--- src/rtl/time_set_pkg.sv ---
`default_nettype none
// ============================================================================
// Module      : time_set_pkg
// Description : Shared types, state codes, per-field BCD bounds and the
//               bounded two-digit BCD increment used by the time editor.
// Revision    : 1.0 - initial release
// ============================================================================
package time_set_pkg;

    // Editor states, kept as explicit-width constants for legacy compatibility
    typedef logic [1:0] state_t;
    localparam state_t ST_IDLE   = 2'd0;
    localparam state_t ST_EDIT   = 2'd1;
    localparam state_t ST_COMMIT = 2'd2;

    // Selectable field; the encoding is also the FIELD output value
    typedef enum logic [1:0] {
        F_SEC  = 2'd0,
        F_MIN  = 2'd1,
        F_HOUR = 2'd2,
        F_DAY  = 2'd3
    } field_e;

    // Per-field bounds as BCD tens/units digits
    localparam logic [3:0] SEC_MIN_T  = 4'd0;
    localparam logic [3:0] SEC_MIN_U  = 4'd0;
    localparam logic [3:0] SEC_MAX_T  = 4'd5;
    localparam logic [3:0] SEC_MAX_U  = 4'd9;
    localparam logic [3:0] MIN_MIN_T  = 4'd0;
    localparam logic [3:0] MIN_MIN_U  = 4'd0;
    localparam logic [3:0] MIN_MAX_T  = 4'd5;
    localparam logic [3:0] MIN_MAX_U  = 4'd9;
    localparam logic [3:0] HOUR_MIN_T = 4'd0;
    localparam logic [3:0] HOUR_MIN_U = 4'd0;
    localparam logic [3:0] HOUR_MAX_T = 4'd2;
    localparam logic [3:0] HOUR_MAX_U = 4'd3;
    localparam logic [3:0] DAY_MIN_T  = 4'd0;
    localparam logic [3:0] DAY_MIN_U  = 4'd1;
    localparam logic [3:0] DAY_MAX_T  = 4'd3;
    localparam logic [3:0] DAY_MAX_U  = 4'd1;

    // Increment a two-digit BCD field, returning {tens, units}. Any value at
    // or above the field maximum (including bad snapshots) reloads the minimum.
    // The carry stays inside the field.
    function automatic logic [7:0] bcd_inc(input field_e fld,
                                           input logic [3:0] tens,
                                           input logic [3:0] units);
        logic [7:0] max_v;
        logic [7:0] min_v;
        logic [7:0] res;
        case (fld)
            F_SEC: begin
                max_v = {SEC_MAX_T, SEC_MAX_U};
                min_v = {SEC_MIN_T, SEC_MIN_U};
            end
            F_MIN: begin
                max_v = {MIN_MAX_T, MIN_MAX_U};
                min_v = {MIN_MIN_T, MIN_MIN_U};
            end
            F_HOUR: begin
                max_v = {HOUR_MAX_T, HOUR_MAX_U};
                min_v = {HOUR_MIN_T, HOUR_MIN_U};
            end
            default: begin
                max_v = {DAY_MAX_T, DAY_MAX_U};
                min_v = {DAY_MIN_T, DAY_MIN_U};
            end
        endcase
        if ({tens, units} >= max_v) begin
            res = min_v;
        end else if (units >= 4'd9) begin
            res = {tens + 4'd1, 4'd0};
        end else begin
            res = {tens, units + 4'd1};
        end
        return res;
    endfunction

endpackage
`default_nettype wire

--- src/rtl/time_set_ctrl_if.sv ---
`default_nettype none
// ============================================================================
// Module      : time_set_ctrl_if
// Description : Preset bus between the time editor and the time-keeping
//               counter: live digits in, SET strobe plus preset digits out.
// Revision    : 1.0 - initial release
// ============================================================================
interface time_set_ctrl_if;

    // Live time from the counter
    logic [3:0] CSEC0, CSEC1, CMIN0, CMIN1, CHOUR0, CHOUR1, CDAY0, CDAY1;

    // Preset bus toward the counter
    logic       SET;
    logic [3:0] SSEC0, SSEC1, SMIN0, SMIN1, SHOUR0, SHOUR1, SDAY0, SDAY1;

    // Editor side
    modport master (
        input  CSEC0, CSEC1, CMIN0, CMIN1, CHOUR0, CHOUR1, CDAY0, CDAY1,
        output SET,
        output SSEC0, SSEC1, SMIN0, SMIN1, SHOUR0, SHOUR1, SDAY0, SDAY1
    );

    // Counter side
    modport slave (
        output CSEC0, CSEC1, CMIN0, CMIN1, CHOUR0, CHOUR1, CDAY0, CDAY1,
        input  SET,
        input  SSEC0, SSEC1, SMIN0, SMIN1, SHOUR0, SHOUR1, SDAY0, SDAY1
    );

endinterface
`default_nettype wire

--- src/rtl/key_edge.sv ---
`default_nettype none
// ============================================================================
// Module      : key_edge
// Description : Multi-stage synchronizer for a raw push-button level followed
//               by a rising-edge detector; a held key yields one pulse.
// Revision    : 1.0 - initial release
// ============================================================================
module key_edge #(
    parameter int SYNC_STAGES = 2
) (
    input  wire logic CLK,
    input  wire logic RSTN,
    input  wire logic key,
    output logic      rise
);

    logic [SYNC_STAGES-1:0] sync_q;
    logic                   prev_q;

    // Shift the raw level through the synchronizer and remember the last output
    always_ff @(posedge CLK or negedge RSTN) begin
        if (!RSTN) begin
            sync_q <= '0;
            prev_q <= 1'b0;
        end else begin
            sync_q <= {sync_q[SYNC_STAGES-2:0], key};
            prev_q <= sync_q[SYNC_STAGES-1];
        end
    end

    assign rise = sync_q[SYNC_STAGES-1] & ~prev_q;

endmodule
`default_nettype wire

--- src/rtl/time_set_ctrl.sv ---
`default_nettype none
// ============================================================================
// Module      : time_set_ctrl
// Description : Time-set editor. MODE snapshots the live time and enters
//               edit, NEXT selects a field, UP increments it within its BCD
//               range, a second MODE commits with a one-cycle SET strobe.
//               Optional display blink enabled by macro TIME_SET_BLINK_EN.
// Revision    : 1.0 - initial release
// ============================================================================
module time_set_ctrl
    import time_set_pkg::*;
#(
    parameter int SYNC_STAGES = 2,
    parameter int BLINK_DIV   = 2500
) (
    input  wire logic        CLK,
    input  wire logic        RSTN,
    input  wire logic        KEY_MODE,
    input  wire logic        KEY_NEXT,
    input  wire logic        KEY_UP,
    time_set_ctrl_if.master  bus,
    output logic             EDIT,
    output logic [1:0]       FIELD,
    output logic             BLINK
);

    logic       mode_ev, next_ev, up_ev;
    state_t     state_q;
    field_e     field_q;
    logic       set_q;
    logic       edit_q;
    logic [3:0] s_tens  [4];
    logic [3:0] s_units [4];
    logic [7:0] inc_val;

    key_edge #(.SYNC_STAGES(SYNC_STAGES)) u_key_mode (
        .CLK (CLK), .RSTN (RSTN), .key (KEY_MODE), .rise (mode_ev)
    );
    key_edge #(.SYNC_STAGES(SYNC_STAGES)) u_key_next (
        .CLK (CLK), .RSTN (RSTN), .key (KEY_NEXT), .rise (next_ev)
    );
    key_edge #(.SYNC_STAGES(SYNC_STAGES)) u_key_up (
        .CLK (CLK), .RSTN (RSTN), .key (KEY_UP), .rise (up_ev)
    );

    assign inc_val = bcd_inc(field_q, s_tens[field_q], s_units[field_q]);

    // Editor FSM: snapshot, field edits, and the single-cycle commit strobe
    always_ff @(posedge CLK or negedge RSTN) begin
        if (!RSTN) begin
            state_q <= ST_IDLE;
            field_q <= F_SEC;
            set_q   <= 1'b0;
            edit_q  <= 1'b0;
            for (int i = 0; i < 4; i++) begin
                s_tens[i]  <= 4'd0;
                s_units[i] <= (i == 3) ? 4'd1 : 4'd0;
            end
        end else begin
            set_q <= 1'b0;
            case (state_q)
                ST_IDLE: begin
                    if (mode_ev) begin
                        s_units[F_SEC]  <= bus.CSEC0;
                        s_tens[F_SEC]   <= bus.CSEC1;
                        s_units[F_MIN]  <= bus.CMIN0;
                        s_tens[F_MIN]   <= bus.CMIN1;
                        s_units[F_HOUR] <= bus.CHOUR0;
                        s_tens[F_HOUR]  <= bus.CHOUR1;
                        s_units[F_DAY]  <= bus.CDAY0;
                        s_tens[F_DAY]   <= bus.CDAY1;
                        field_q         <= F_SEC;
                        edit_q          <= 1'b1;
                        state_q         <= ST_EDIT;
                    end
                end
                ST_EDIT: begin
                    // MODE takes priority and discards same-cycle NEXT/UP
                    if (mode_ev) begin
                        set_q   <= 1'b1;
                        edit_q  <= 1'b0;
                        state_q <= ST_COMMIT;
                    end else begin
                        // UP lands on the current field before NEXT moves it
                        if (up_ev) begin
                            s_tens[field_q]  <= inc_val[7:4];
                            s_units[field_q] <= inc_val[3:0];
                        end
                        if (next_ev) begin
                            field_q <= field_e'(field_q + 2'd1);
                        end
                    end
                end
                ST_COMMIT: begin
                    state_q <= ST_IDLE;
                end
                default: begin
                    state_q <= ST_IDLE;
                end
            endcase
        end
    end

    assign bus.SET    = set_q;
    assign bus.SSEC0  = s_units[F_SEC];
    assign bus.SSEC1  = s_tens[F_SEC];
    assign bus.SMIN0  = s_units[F_MIN];
    assign bus.SMIN1  = s_tens[F_MIN];
    assign bus.SHOUR0 = s_units[F_HOUR];
    assign bus.SHOUR1 = s_tens[F_HOUR];
    assign bus.SDAY0  = s_units[F_DAY];
    assign bus.SDAY1  = s_tens[F_DAY];
    assign EDIT       = edit_q;
    assign FIELD      = field_q;

`ifdef TIME_SET_BLINK_EN
    localparam int CNT_W = (BLINK_DIV > 1) ? $clog2(BLINK_DIV) : 1;

    logic [CNT_W-1:0] blink_cnt;
    logic             blink_q;

    // Blink divider; restarts solid after every edit and outside edit mode
    always_ff @(posedge CLK or negedge RSTN) begin
        if (!RSTN) begin
            blink_cnt <= '0;
            blink_q   <= 1'b0;
        end else if (!edit_q || next_ev || up_ev) begin
            blink_cnt <= '0;
            blink_q   <= 1'b0;
        end else if (blink_cnt == CNT_W'(BLINK_DIV - 1)) begin
            blink_cnt <= '0;
            blink_q   <= ~blink_q;
        end else begin
            blink_cnt <= blink_cnt + 1'b1;
        end
    end

    assign BLINK = blink_q;
`else
    logic unused_blink_div;
    assign unused_blink_div = ^BLINK_DIV;
    assign BLINK            = 1'b0;
`endif

endmodule
`default_nettype wire

--- src/flat_wrapper.sv ---
// flat-port wrapper written by rule: the top's interface ports become plain ports
module time_set_ctrl_flat import time_set_pkg::*;
#(
    parameter int SYNC_STAGES = 2,
    parameter int BLINK_DIV   = 2500
)
  (CLK, RSTN, KEY_MODE, KEY_NEXT, KEY_UP, EDIT, FIELD, BLINK, bus_CSEC0, bus_CSEC1, bus_CMIN0, bus_CMIN1, bus_CHOUR0, bus_CHOUR1, bus_CDAY0, bus_CDAY1, bus_SET, bus_SSEC0, bus_SSEC1, bus_SMIN0, bus_SMIN1, bus_SHOUR0, bus_SHOUR1, bus_SDAY0, bus_SDAY1);
  time_set_ctrl_if bus_i ();
  input  wire logic CLK;
  input  wire logic RSTN;
  input  wire logic KEY_MODE;
  input  wire logic KEY_NEXT;
  input  wire logic KEY_UP;
  output logic EDIT;
  output logic [1:0] FIELD;
  output logic BLINK;
  input wire logic [$bits(bus_i.CSEC0)-1:0] bus_CSEC0;
  input wire logic [$bits(bus_i.CSEC1)-1:0] bus_CSEC1;
  input wire logic [$bits(bus_i.CMIN0)-1:0] bus_CMIN0;
  input wire logic [$bits(bus_i.CMIN1)-1:0] bus_CMIN1;
  input wire logic [$bits(bus_i.CHOUR0)-1:0] bus_CHOUR0;
  input wire logic [$bits(bus_i.CHOUR1)-1:0] bus_CHOUR1;
  input wire logic [$bits(bus_i.CDAY0)-1:0] bus_CDAY0;
  input wire logic [$bits(bus_i.CDAY1)-1:0] bus_CDAY1;
  output wire logic [$bits(bus_i.SET)-1:0] bus_SET;
  output wire logic [$bits(bus_i.SSEC0)-1:0] bus_SSEC0;
  output wire logic [$bits(bus_i.SSEC1)-1:0] bus_SSEC1;
  output wire logic [$bits(bus_i.SMIN0)-1:0] bus_SMIN0;
  output wire logic [$bits(bus_i.SMIN1)-1:0] bus_SMIN1;
  output wire logic [$bits(bus_i.SHOUR0)-1:0] bus_SHOUR0;
  output wire logic [$bits(bus_i.SHOUR1)-1:0] bus_SHOUR1;
  output wire logic [$bits(bus_i.SDAY0)-1:0] bus_SDAY0;
  output wire logic [$bits(bus_i.SDAY1)-1:0] bus_SDAY1;
  assign bus_i.CSEC0 = bus_CSEC0;
  assign bus_i.CSEC1 = bus_CSEC1;
  assign bus_i.CMIN0 = bus_CMIN0;
  assign bus_i.CMIN1 = bus_CMIN1;
  assign bus_i.CHOUR0 = bus_CHOUR0;
  assign bus_i.CHOUR1 = bus_CHOUR1;
  assign bus_i.CDAY0 = bus_CDAY0;
  assign bus_i.CDAY1 = bus_CDAY1;
  assign bus_SET = bus_i.SET;
  assign bus_SSEC0 = bus_i.SSEC0;
  assign bus_SSEC1 = bus_i.SSEC1;
  assign bus_SMIN0 = bus_i.SMIN0;
  assign bus_SMIN1 = bus_i.SMIN1;
  assign bus_SHOUR0 = bus_i.SHOUR0;
  assign bus_SHOUR1 = bus_i.SHOUR1;
  assign bus_SDAY0 = bus_i.SDAY0;
  assign bus_SDAY1 = bus_i.SDAY1;
  time_set_ctrl #(.SYNC_STAGES(SYNC_STAGES), .BLINK_DIV(BLINK_DIV)) u_core (.CLK(CLK), .RSTN(RSTN), .KEY_MODE(KEY_MODE), .KEY_NEXT(KEY_NEXT), .KEY_UP(KEY_UP), .bus(bus_i), .EDIT(EDIT), .FIELD(FIELD), .BLINK(BLINK));
endmodule
--- config.mk ---
export PLATFORM = sky130hd
export DESIGN_NAME = time_set_ctrl_flat
export DESIGN_NICKNAME = d
export VERILOG_FILES = /design/src/rtl/time_set_pkg.sv /design/src/rtl/time_set_ctrl_if.sv /design/src/rtl/key_edge.sv /design/src/rtl/time_set_ctrl.sv /design/src/flat_wrapper.sv
export SDC_FILE = /design/constraint.sdc
export NUM_CORES = 1
export LEC_CHECK = 0
export CELL_PAD_IN_SITES_DETAIL_PLACEMENT = 1
export CELL_PAD_IN_SITES_GLOBAL_PLACEMENT = 1
export CORE_AREA = 5 5 74 110
export CTS_BUF_LIST = sky130_fd_sc_hd__clkbuf_4 sky130_fd_sc_hd__clkbuf_8
export DETAILED_ROUTE_END_ITERATION = 16
export DIE_AREA = 0 0 79 115
export PLACE_DENSITY_LB_ADDON = 0.1
export SYNTH_ARGS = -nofsm -noshare
export SYNTH_HDL_FRONTEND = slang
export SYNTH_SLANG_ARGS = --single-unit
export TNS_END_PERCENT = 20
--- constraint.sdc ---
create_clock -name CLK -period 3.6 [get_ports CLK]
set_clock_uncertainty 0.2 [all_clocks]
set_input_delay 0.36 -clock CLK [delete_from_list [all_inputs] [get_ports CLK]]
set_output_delay 0.36 -clock CLK [all_outputs]
set_load 0.01 [all_outputs]
## Word-level counts from Yosys, hierarchy flattened

Cells that the tools add are included.

- $add $sub $neg: 3
- $lt $le $gt $ge: 4
- Equal/unequal tests: 8
- Muxes and demuxes: 34
- Bitwise operators: 7
- Reduce and logical (&&, ||, !) cells: 10

Operators by type and width:

| kind | number |
|---|---|
| $mux W16 | 6 |
| $pmux W16 S2 | 2 |
| $bwmux W16 | 2 |
| $mux W4 | 5 |
| $bmux W4 S2 | 2 |
| $mux W8 | 2 |
| $pmux W7 S2 | 1 |
| $mux W2 | 5 |
| $add A4 B1 Y4 const B | 2 |
| $demux W4 S2 | 1 |
| $ge A8 B7 Y1 | 1 |
| $pmux W2 S2 | 2 |
| $reduce_and A4 Y1 | 2 |
| $ne A2 B1 Y1 const B | 3 |
| $mux W1 | 5 |
| $eq A2 B1 Y1 const B | 2 |
| $ge A4 B4 Y1 const B | 1 |
| $logic_not A2 Y1 | 2 |
| $ne A2 B2 Y1 const B | 2 |
| $and A1 B1 Y1 | 3 |
| $ge A3 B3 Y1 const B | 1 |
| $lt A3 B1 Y1 const B | 1 |
| $not A1 Y1 | 3 |
| $not A2 Y3 | 1 |
| 9 further kinds | 9 |

- Register bits: 47
- Bits of input ports: 37
- Word-level logic and storage cells: 84

## Logic depth before layout (Yosys ltp)

Gate-level depths: netlist (run 1).

- Depth after elaboration: 11
- Gate-level depth with buffers: 10

## Modules after synthesis

From an unflattened synthesis (run 1), not the netlist that was laid out.

- Cell total of the unflattened synthesis: 227
- Area, all modules: 2512.4 um2

By module, submodules not included:

| module | times used | cells an instance | area an instance (um2) |
|---|---|---|---|
| time_set_ctrl | 1 | 215 | 2245.9 |
| key_edge | 3 | 4 | 88.8 |

## Worst setup path before layout (run 1)

OpenSTA, ideal clock, no wires.

- Path kind: register to register
- Start: register u_core.field_q[0], in the netlist u_core.FIELD[0]
- End: register u_core.s_units, in the netlist u_core.bus.SHOUR0[2]
- Setup time: 0.077 ns
- Arrival time: 2.751 ns
- Path slack: 0.573 ns
- Stages on the path, launching flop included: 9
- Path buffers: 1
- Clock period less this slack: 3.027 ns
- Cell sequence: dfrtp_1 buf_6 mux4_1 ha_1 a211o_1 a211oi_4 o21ai_2 or3_4 o21ai_1

- Word-level cells in the longest chain between the ends: 11
- Elaborated cells on any way between the ends: 26

Ends and longest elaborated chain:

| what | RTL line | source |
|---|---|---|
| from (decl) | time_set_ctrl.sv:29 | `field_e field_q;` |
| from (signal assigned) | time_set_ctrl.sv:90 | `field_q <= field_e'(field_q + 2'd1);` |
| $not A2 Y3 (not written as such) | time_set_ctrl.sv:46, time_set_ctrl.sv:87 |  |
| $bmux W4 S2 | time_set_ctrl.sv:46 | `assign inc_val = bcd_inc(field_q, s_tens[field_q], s_units[field_q]);` |
| $mux W4 (not written as such) (2 in series) | time_set_ctrl.sv:46 |  |
| $add A4 B1 Y4 or $ge A4 B4 Y1 (tied branches) | time_set_pkg.sv:74, time_set_pkg.sv:71 |  |
| $mux W8 | time_set_pkg.sv:71 | `end else if (units >= 4'd9) begin` |
| $mux W8 | time_set_pkg.sv:69 | `if ({tens, units} >= max_v) begin` |
| $bwmux W16 (*) | time_set_ctrl.sv:87 | `s_units[field_q] <= inc_val[3:0];` |
| $mux W16 (*) | time_set_ctrl.sv:85 | `if (up_ev) begin` |
| $mux W16 (*) | time_set_ctrl.sv:79 | `if (mode_ev) begin` |
| $pmux W16 S2 (*) | time_set_ctrl.sv:61 | `case (state_q)` |
| to (signal, indexed assignment) | time_set_ctrl.sv:64 | `s_units[F_SEC] <= bus.CSEC0;` |
| to (signal, indexed assignment) | time_set_ctrl.sv:66 | `s_units[F_MIN] <= bus.CMIN0;` |
| to (signal, indexed assignment) | time_set_ctrl.sv:87 |  |
| to (decl) | time_set_ctrl.sv:33 | `logic [3:0] s_units [4];` |

Mark *: on every way between the ends. The rest lies on a longest branch, timed or not. The select of a mux whose other input is x is not followed.
A chain may end at the register's enable or synchronous reset.

## Final worst setup path (run 1)

- Start: register u_core.field_q[0], in the netlist u_core.FIELD[0]
- End: register u_core.s_tens, in the netlist u_core.bus.SMIN1[3]

- Word-level cells in the longest chain between the ends: 11
- Elaborated cells on any way between the ends: 26

Ends and longest elaborated chain:

| what | RTL line | source |
|---|---|---|
| $not A2 Y3 (not written as such) | time_set_ctrl.sv:46, time_set_ctrl.sv:86 |  |
| $bmux W4 S2 | time_set_ctrl.sv:46 |  |
| $mux W4 (not written as such) (2 in series) | time_set_ctrl.sv:46 |  |
| $add A4 B1 Y4 or $ge A4 B4 Y1 (tied branches) | time_set_pkg.sv:72, time_set_pkg.sv:71 |  |
| $mux W8 | time_set_pkg.sv:71 |  |
| $mux W8 | time_set_pkg.sv:69 |  |
| $bwmux W16 (*) | time_set_ctrl.sv:86 | `s_tens[field_q] <= inc_val[7:4];` |
| $mux W16 (*) | time_set_ctrl.sv:85 |  |
| $mux W16 (*) | time_set_ctrl.sv:79 |  |
| $pmux W16 S2 (*) | time_set_ctrl.sv:61 |  |
| to (signal, indexed assignment) | time_set_ctrl.sv:65 | `s_tens[F_SEC] <= bus.CSEC1;` |
| to (signal, indexed assignment) | time_set_ctrl.sv:67 | `s_tens[F_MIN] <= bus.CMIN1;` |
| to (signal, indexed assignment) | time_set_ctrl.sv:86 |  |
| to (decl) | time_set_ctrl.sv:32 | `logic [3:0] s_tens [4];` |

Marks and branches as above.

==> summary.txt, run 1 <==
Run status
  • Status: completed

Pwr
  • Switching pwr: 1310 uW
  • Combinational Power Share: 59.3%
  • Sequential Power Share: 29.2%
  • Switching portion of total power: 41.3%
  • Peak supply drop: 330 uV
  • Power density over the cells: 912 nW/um2
  • Clock group share of total power: 11.5%
  • Leak: 0.00145 uW
  • Internal: 1860 uW

Worst setup path
  • Cell chain of the critical path: mux4_1, ha_1, a211o_1, a211oi_4, o2111ai_1, o21ai_0, mux2_2
  • Slowest CP cell: mux4_1
  • Cell depth of the worst setup path: 7
  • CP startpoint kind: register
  • R2R Setup Slk: 0.12 ns
  • Endpoint class of the critical path: register
  • RR Startpoint: u_core.FIELD[0]$_DFFE_PN0P_
  • Crit. Startpoint: u_core.FIELD[0]$_DFFE_PN0P_
  • Worst R2R End: u_core.bus.SMIN1[3]$_DFFE_PN0P_
  • Worst path bufs/invs: 0
  • Critical Path Fanout Max: 7
  • CP endpoint: u_core.bus.SMIN1[3]$_DFFE_PN0P_
  • WP data arrival: 3.52 ns
  • Crit Path Class: register to register
  • Crit-path max cell delay: 0.71 ns
  • Worst Path Required: 3.64 ns
  • Crit-path leading delay family: compound AO/OA/AOI/OAI gates
  • Worst R2R Path Depth: 7

Clocking
  • Clock root cell: clkbuf_8
  • Htree depth: 2
  • Setup repair bufs after CTS: 0
  • Cts bufs inserted: 5
  • Worst-path clk slew: 0.09 ns
  • Clock latency on the worst-skew pair: 0.30 ns
  • Max Root-Sink Buffers: 2
  • Post-cts hold buffer count: 0
  • Clk sink count: 47
  • TritonCTS clock tree: built
  • Post_cts resized: 0

Global route
  • Antenna violations before repair: 0
  • Pin count of the biggest net entering global routing: 48
  • Tot GR Track Use: 18.5%
  • Vias in the first global route: 2376
  • Congestion Overflow GR: 0
  • First-pass GRT wire length: 12800 um

Synthesis
  • Largest area contributor in the netlist: dfrtp_1
  • Top_reg_cell synth: dfrtp_1
  • Cells after synthesis: 240
  • Synth Area per Inst: 10.8 um2
  • Flops & latches, synth: 47
  • Post-synth EDFFs: 0
  • Synth warnings: 0
  • Syn Nets: 291
  • Synth top area cells: dfrtp_1, ha_1, o21ai_0
  • Count leader, synth: dfrtp_1
  • Ys async rst share: 100%
  • Sequential fraction of the synthesis area: 45.3%
  • Unique masters post-synth: 41
  • Mapped Area: 2600 um2
  • Synth top cells by count: dfrtp_1, o21ai_0, nand2_1
  • Synth top area share: 44.3%

Place
  • GP Congestion: 0.796
  • I/O Buffers: 72
  • Cells after DPL: 383
  • Detailed Place HPWL: 6090 um

STA
  • Worst Tran Pin Value: 1.06 ns
  • Tcrit/Tclk final: 96.6%
  • Fmax: 0.288 GHz
  • Final setup vio count: 0
  • Slew Viols, Final: 0
  • Clock period minus worst slack: 3.48 ns
  • Worst slew margin: 29.2%
  • Final Hold Viols: 0
  • Setup TNS: 0 ns
  • RSZ-0062 raised after global routing: false

Drt
  • Residual DRC: 0
  • Drt initial violations: 74
  • Drt first pass iters: 4
  • Vias: 2249
  • Drt total wl: 8110 um
  • Vias per cell: 5.75
  • Drt wl/cell: 20.7 um
  • Post-DRT Antenna Nets: 0

Layout
  • Final #Nets: 361
  • Layout Cells excl Fill: 391
  • Share of cells above drive strength 1: 8.36%
  • Ant. Diodes: 0
  • Number of fill cells in the layout: 794
  • Syn-to-layout area delta: 34.0%

Flow run
  • Max_cap viols: 0

Hold path
  • Min-delay worst type: input pin to async pin

Floorplanning
  • Die Y: 115 um
  • Core area: 7080 um2
  • Die footprint: 9090 um2
  • Die Wd: 79 um
  • I/O Pins: 74
  • Rows: 38
  • Initial Util: 36.7%
## through the flow
stage	util (%)	instance area [um2]	setup WS [ns]	hold slack [ns]	power, uW
2_1_floorplan	-	2600	0.573	-0.136	2080
3_3_place_gp	47.6	3370	0.300	0.137	2790
3_5_place_dp	47.6	3370	0.174	0.138	2830
4_1_cts	49.1	3480	0.168	0.0889	3210
5_1_grt	49.2	3480	0.00562	0.123	3410
6_report	49.2	3480	0.124	0.0448	3170
## cell usage in the layout, fill, tap and decap left out, types with 2 or more instances in the layout
master / n
a211oi_4: 2
a21oi_1: 6
a22oi_1: 12
a2bb2oi_1: 16
buf_4: 3
clkbuf_8: 7
clkdlybuf4s50_1: 71
dfrtp_1: 46
ha_1: 14
inv_1: 9
mux2_2: 4
mux2i_1: 2
mux4_1: 6
mux4_2: 2
nand2_1: 31
nand2b_1: 5
nand3_1: 2
nand4_1: 2
nor2_1: 6
nor2b_1: 3
o2111ai_1: 4
o21a_1: 3
o21ai_0: 32
o21ai_1: 4
xnor2_1: 2
## cell families (layout without fill, tap and decap cells)
group,count (synthesis),after routing,synth area share [%]
other,1,1,0.144
buffers and inverters,21,92,3.80
flip-flops,47,47,45.3
adder cells (fa/ha/maj),14,14,6.74
AO/OA/AOI/OAI,86,86,22.9
multiplexers,14,14,10.3
AND/OR/NAND/NOR,54,54,9.77
XOR/XNOR,3,3,1.01
## per-layer routing
metal	vias up	global-route usage, %	wire, um
met5	-	0	0
met4	0	7.45	243
met3	16	3.84	398
met2	56	33.1	4380
met1	1149	21.3	3090
li1	1028	-	-
## area by class of cell
class                      instances  area, um2  share of cell area [%]
multi-input combinational        172       1330                    38.2
sequential                        47       1180                    33.8
timing repair buffer              75        738                    21.2
clock buffer                       8        104                    2.98
tap                               80        100                    2.87
inverter                           9       33.8                   0.970
## worst register-to-register path, cell delays in order, from the launching register on
cell and delay [ns]:
dfrtp_1 0.59, mux4_1 0.71, ha_1 0.34, a211o_1 0.29, a211oi_4 0.36, o2111ai_1 0.45
o21ai_0 0.30, mux2_2 0.17
## worst min path at each step
| stage | slack, ns | to |
|---|---|---|
| detailed placement | 0.14 | u_core.u_key_mode.sync_q[1]$_DFF_PN0_ |
| global placement | 0.14 | u_core.u_key_up.sync_q[1]$_DFF_PN0_ |
| global route | 0.12 | u_core.bus.SDAY0[3]$_DFFE_PN0P_ |
| CTS | 0.09 | u_core.bus.SDAY0[3]$_DFFE_PN0P_ |
| floorplan | -0.14 | u_core.EDIT$_DFFE_PN0P_ |
| finish | 0.04 | u_core.bus.SDAY0[3]$_DFFE_PN0P_ |
## power by group through the flow
| stage | Sequential [uW] | Combinational [uW] | Clock [uW] |
|---|---|---|---|
| finish | 928 | 1880 | 364 |
| detailed placement | 941 | 1890 | 0 |
| global placement | 944 | 1850 | 0 |
| floorplan | 935 | 1150 | 0 |
| global route | 960 | 2050 | 401 |
| CTS | 934 | 1900 | 375 |
## state kept, by name (all words and copies together), names as in the netlist
register / count
u_core.bus.SHOUR1: 4
u_core.bus.SHOUR0: 4
u_core.u_key_next.prev_q: 1
u_core.FIELD: 2
u_core.bus.SMIN0: 4
u_core.u_key_mode.prev_q: 1
u_core.bus.SSEC0: 4
u_core.bus.SSEC1: 4
u_core.u_key_up.prev_q: 1
u_core.EDIT: 1
u_core.state_q: 2
u_core.bus.SET: 1
u_core.u_key_mode.sync_q: 2
u_core.u_key_next.sync_q: 2
u_core.u_key_up.sync_q: 2
u_core.bus.SDAY0: 4
u_core.bus.SDAY1: 4
u_core.bus.SMIN1: 4
No activity file was read; power rests on OpenSTA's default activity.
==> inputs of run 2 (changes only) <==
CORE_AREA = 5 5 73 108   (was 5 5 74 110)
DIE_AREA = 0 0 78 113   (was 0 0 79 115)
SYNTH_HIERARCHICAL = 1   (was not set)
clock period = 3.3 ns   (was 3.6 ns; I/O delays follow)
==> summary.txt, run 2 <==
STA
  • Worst slew margin: 20.4% (-8.8 points)
  • Final Hold Viols: 0 (unchanged)
  • Slew Viols, Final: 0 (unchanged)
  • Tcrit/Tclk final: 96.5% (-0.11 points)
  • Worst Tran Pin Value: 1.18 ns (+0.120 ns)
  • Setup TNS: 0 ns (unchanged)
  • Fmax: 0.314 GHz (+9.2%)
  • Final setup vio count: 0 (unchanged)
  • Worst Slack Setup Final: 0.117 ns (-0.00653 ns)
  • Hold WS: 0.000330 ns (-0.0445 ns)
  • Clock period minus worst slack: 3.18 ns (-0.293 ns)

Drt
  • Vias per cell: 5.81 (+0.97%)
  • Vias: 2236 (-0.58%)
  • Residual DRC: 0 (unchanged)
  • Post-DRT Antenna Nets: 0 (unchanged)
  • Drt total wl: 8400 um (+3.5%)
  • Drt first pass iters: 4 (unchanged)
  • Drt wl/cell: 21.8 um (+5.2%)
  • Drt initial violations: 73 (-1.4%)

Flow run
  • Max_cap viols: 0 (unchanged)

Synthesis
  • Top_reg_cell synth: dfrtp_1
  • Unique masters post-synth: 44 (+7.3%)
  • Count leader, synth: dfrtp_1
  • Ys async rst share: 100% (unchanged)
  • Mapped Area: 2510 um2 (-3.3%)
  • Largest area contributor in the netlist: dfrtp_1
  • Synth top area cells: dfrtp_1, ha_1, a32oi_1
  • Flops & latches, synth: 47 (unchanged)
  • Sequential fraction of the synthesis area: 46.9% (+1.6 points)
  • Synth warnings: 6 (+6)
  • Synth Area per Inst: 11.1 um2 (+2.2%)
  • Synth top cells by count: dfrtp_1, o21ai_0, a21oi_1
  • Syn Nets: 277 (-4.8%)
  • Synth top area share: 45.8% (+1.5 points)
  • Cells after synthesis: 227 (-5.4%)
  • Post-synth EDFFs: 0 (unchanged)

Worst setup path
  • RR Startpoint: u_core/FIELD[0]$_DFFE_PN0P_
  • CP endpoint: u_core/bus.SDAY1[1]$_DFFE_PN0P_
  • Worst R2R Path Depth: 7 (unchanged)
  • Crit. Startpoint: u_core/FIELD[0]$_DFFE_PN0P_
  • CP startpoint kind: register
  • Crit Path Class: register to register
  • WP data arrival: 3.19 ns (-0.33 ns)
  • Critical Path Fanout Max: 9 (+2)
  • R2R Setup Slk: 0.12 ns (about the same)
  • Worst R2R End: u_core/bus.SDAY1[1]$_DFFE_PN0P_
  • Endpoint class of the critical path: register
  • Worst Path Required: 3.31 ns (-0.33 ns)

Layout
  • Most common cell after layout, fill and taps aside: clkdlybuf4s50_1
  • Ant. Diodes: 0 (unchanged)
  • Most frequent cells in the layout: clkdlybuf4s50_1, dfrtp_1, o21ai_0, a21oi_1, a32oi_1
  • Final #Nets: 356 (-1.4%)
  • Share of cells above drive strength 1: 12.4% (+4.0 points)
  • Syn-to-layout area delta: 38.4%
  • Number of fill cells in the layout: 760 (-4.3%)
  • Post-Layout Inst Area: 3480 um2 (-0.14%)

Global route
  • Pin count of the biggest net entering global routing: 48 (unchanged)
  • Congestion Overflow GR: 0 (unchanged)
  • Antenna violations before repair: 0 (unchanged)
  • First-pass GRT wire length: 13500 um (+5.3%)
  • Vias in the first global route: 2454 (+3.3%)
  • Tot GR Track Use: 19.2% (+0.73 points)

Place
  • Post-Place Worst Slack: 0.0186 ns (-0.155 ns)
  • GP Congestion: 0.888 (+12%)
  • I/O Buffers: 72 (unchanged)
  • Post-placement cell area: 3340 um2 (-0.85%)
  • Detailed Place HPWL: 6470 um (+6.2%)

Floorplanning
  • Initial Util: 36.9% (+0.24 points)
  • I/O Pins: 74 (unchanged)
  • Die Wd: 78 um (-1.3%)
  • Rows: 37 (-2.6%)
  • Core area: 6810 um2 (-3.9%)
  • Die Y: 113 um (-1.7%)
  • Die footprint: 8810 um2 (-3.0%)

Clocking
  • Clock root cell: clkbuf_8
  • TritonCTS clock tree: built
  • Clock latency on the worst-skew pair: 0.30 ns (about the same)
  • Htree depth: 2 (unchanged)
  • Post-cts hold buffer count: 0 (unchanged)
  • Cts bufs inserted: 5 (unchanged)
  • Clk sink count: 47 (unchanged)
  • Max Root-Sink Buffers: 2 (unchanged)
  • Worst-path clk slew: 0.09 ns (about the same)

Hold path
  • Min-delay worst type: input pin to async pin

Pwr
  • Leak: 0.00139 uW (-4.5%)
  • Peak supply drop: 489 uV (+48%)
  • Power density over the cells: 1010 nW/um2 (+11%)

Run status
  • Status: completed
-- run 2: cell count changes after synthesis, moves of 3 or more --
| cell | before | now |
|---|---|---|
| o21ai_1 | 4 | 1 |
| o2111ai_1 | 5 | 0 |
| a32oi_1 | 0 | 17 |
| mux2_2 | 4 | 1 |
| nand2_1 | 31 | 8 |
| a2bb2oi_1 | 16 | 0 |
| a22oi_1 | 12 | 8 |
| nor2b_4 | 0 | 3 |
| a21oi_1 | 6 | 18 |
| o22ai_1 | 0 | 11 |
| o21ai_0 | 32 | 29 |
| nor2_1 | 6 | 10 |
| nor2b_1 | 3 | 0 |
-- run 2: how the worst min path moves through the flow --
stage | from | endpoint | slack (ns)
final | RSTN | u_core/u_key_up/sync_q[0]$_DFF_PN0_ | 0.0003
after global routing | RSTN | u_core/u_key_mode/sync_q[0]$_DFF_PN0_ | 0.09
after CTS | RSTN | u_core/u_key_mode/sync_q[0]$_DFF_PN0_ | 0.05
after detailed placement | u_core/u_key_up/sync_q[0]$_DFF_PN0_ | u_core/u_key_up/sync_q[1]$_DFF_PN0_ | 0.14
after global placement | u_core/u_key_mode/sync_q[0]$_DFF_PN0_ | u_core/u_key_mode/sync_q[1]$_DFF_PN0_ | 0.13
after floorplan | RSTN | u_core/EDIT$_DFFE_PN0P_ | -0.17
-- run 2: report_power, final --
part | switching, uW | internal, uW | total (uW)
clock | 205 | 226 | 431
sequential | 216 | 795 | 1010
combinational | 1080 | 1000 | 2080
total | 1500 | 2020 | 3520
-- run 2: cell families after synthesis --
| family | count (synthesis) | synth area share (%) |
|---|---|---|
| XOR/XNOR | 3 | 1.05 |
| flip-flops | 47 | 46.9 |
| AO/OA/AOI/OAI | 95 | 24.6 |
| adder cells (fa/ha/maj) | 13 | 6.47 |
| AND/OR/NAND/NOR | 38 | 9.26 |
| buffers and inverters | 20 | 3.49 |
| other | 1 | 0.149 |
| multiplexers | 10 | 8.12 |
-- run 2: area by class of cell --
type,count,area [um2],area share [%]
Tap cell,78,97.6,2.81
Sequential cell,47,1180,33.9
Clock buffer,5,68.8,1.98
Inverter,10,37.5,1.08
Timing Repair Buffer,82,791,22.7
Clock inverter,3,43.8,1.26
Multi-Input combinational cell,160,1260,36.2
-- run 2: metrics by stage --
step                      cells  total power (uW)  utilization [%]
final                       385              3520             51.1
after floorplan             227              2130                -
after CTS                   384              3490             50.8
after detailed placement    376              3040             49.1
after global routing        385              3790             51.1
after global placement      376              2980             49.1
-- run 2: worst max-delay path, cell delays in order (launching register included) --
cell	delay, ns
dfrtp_2	0.51
mux4_1	0.67
ha_1	0.34
and4_2	0.27
and3_4	0.21
nor4_4	0.38
nand3_1	0.24
o21ai_0	0.26
-- run 2: routing by layer --
layer	global-route usage (%)	vias to the layer above	share of wire, %
li1	-	1033	-
met1	23.8	1131	41
met2	33.7	58	52
met3	3.11	14	3.9
met4	6.20	0	2.7
met5	0	-	0
-- run 2: what timing repair did --
| item | in CTS | in global routing |
|---|---|---|
| gates resized for setup | 1 | 4 |
| buffers inserted | 0 | 1 |
| hold endpoints to repair | 0 | 0 |
| endpoints found under the setup margin | 2 | 21 |
| pin swaps | 0 | 0 |
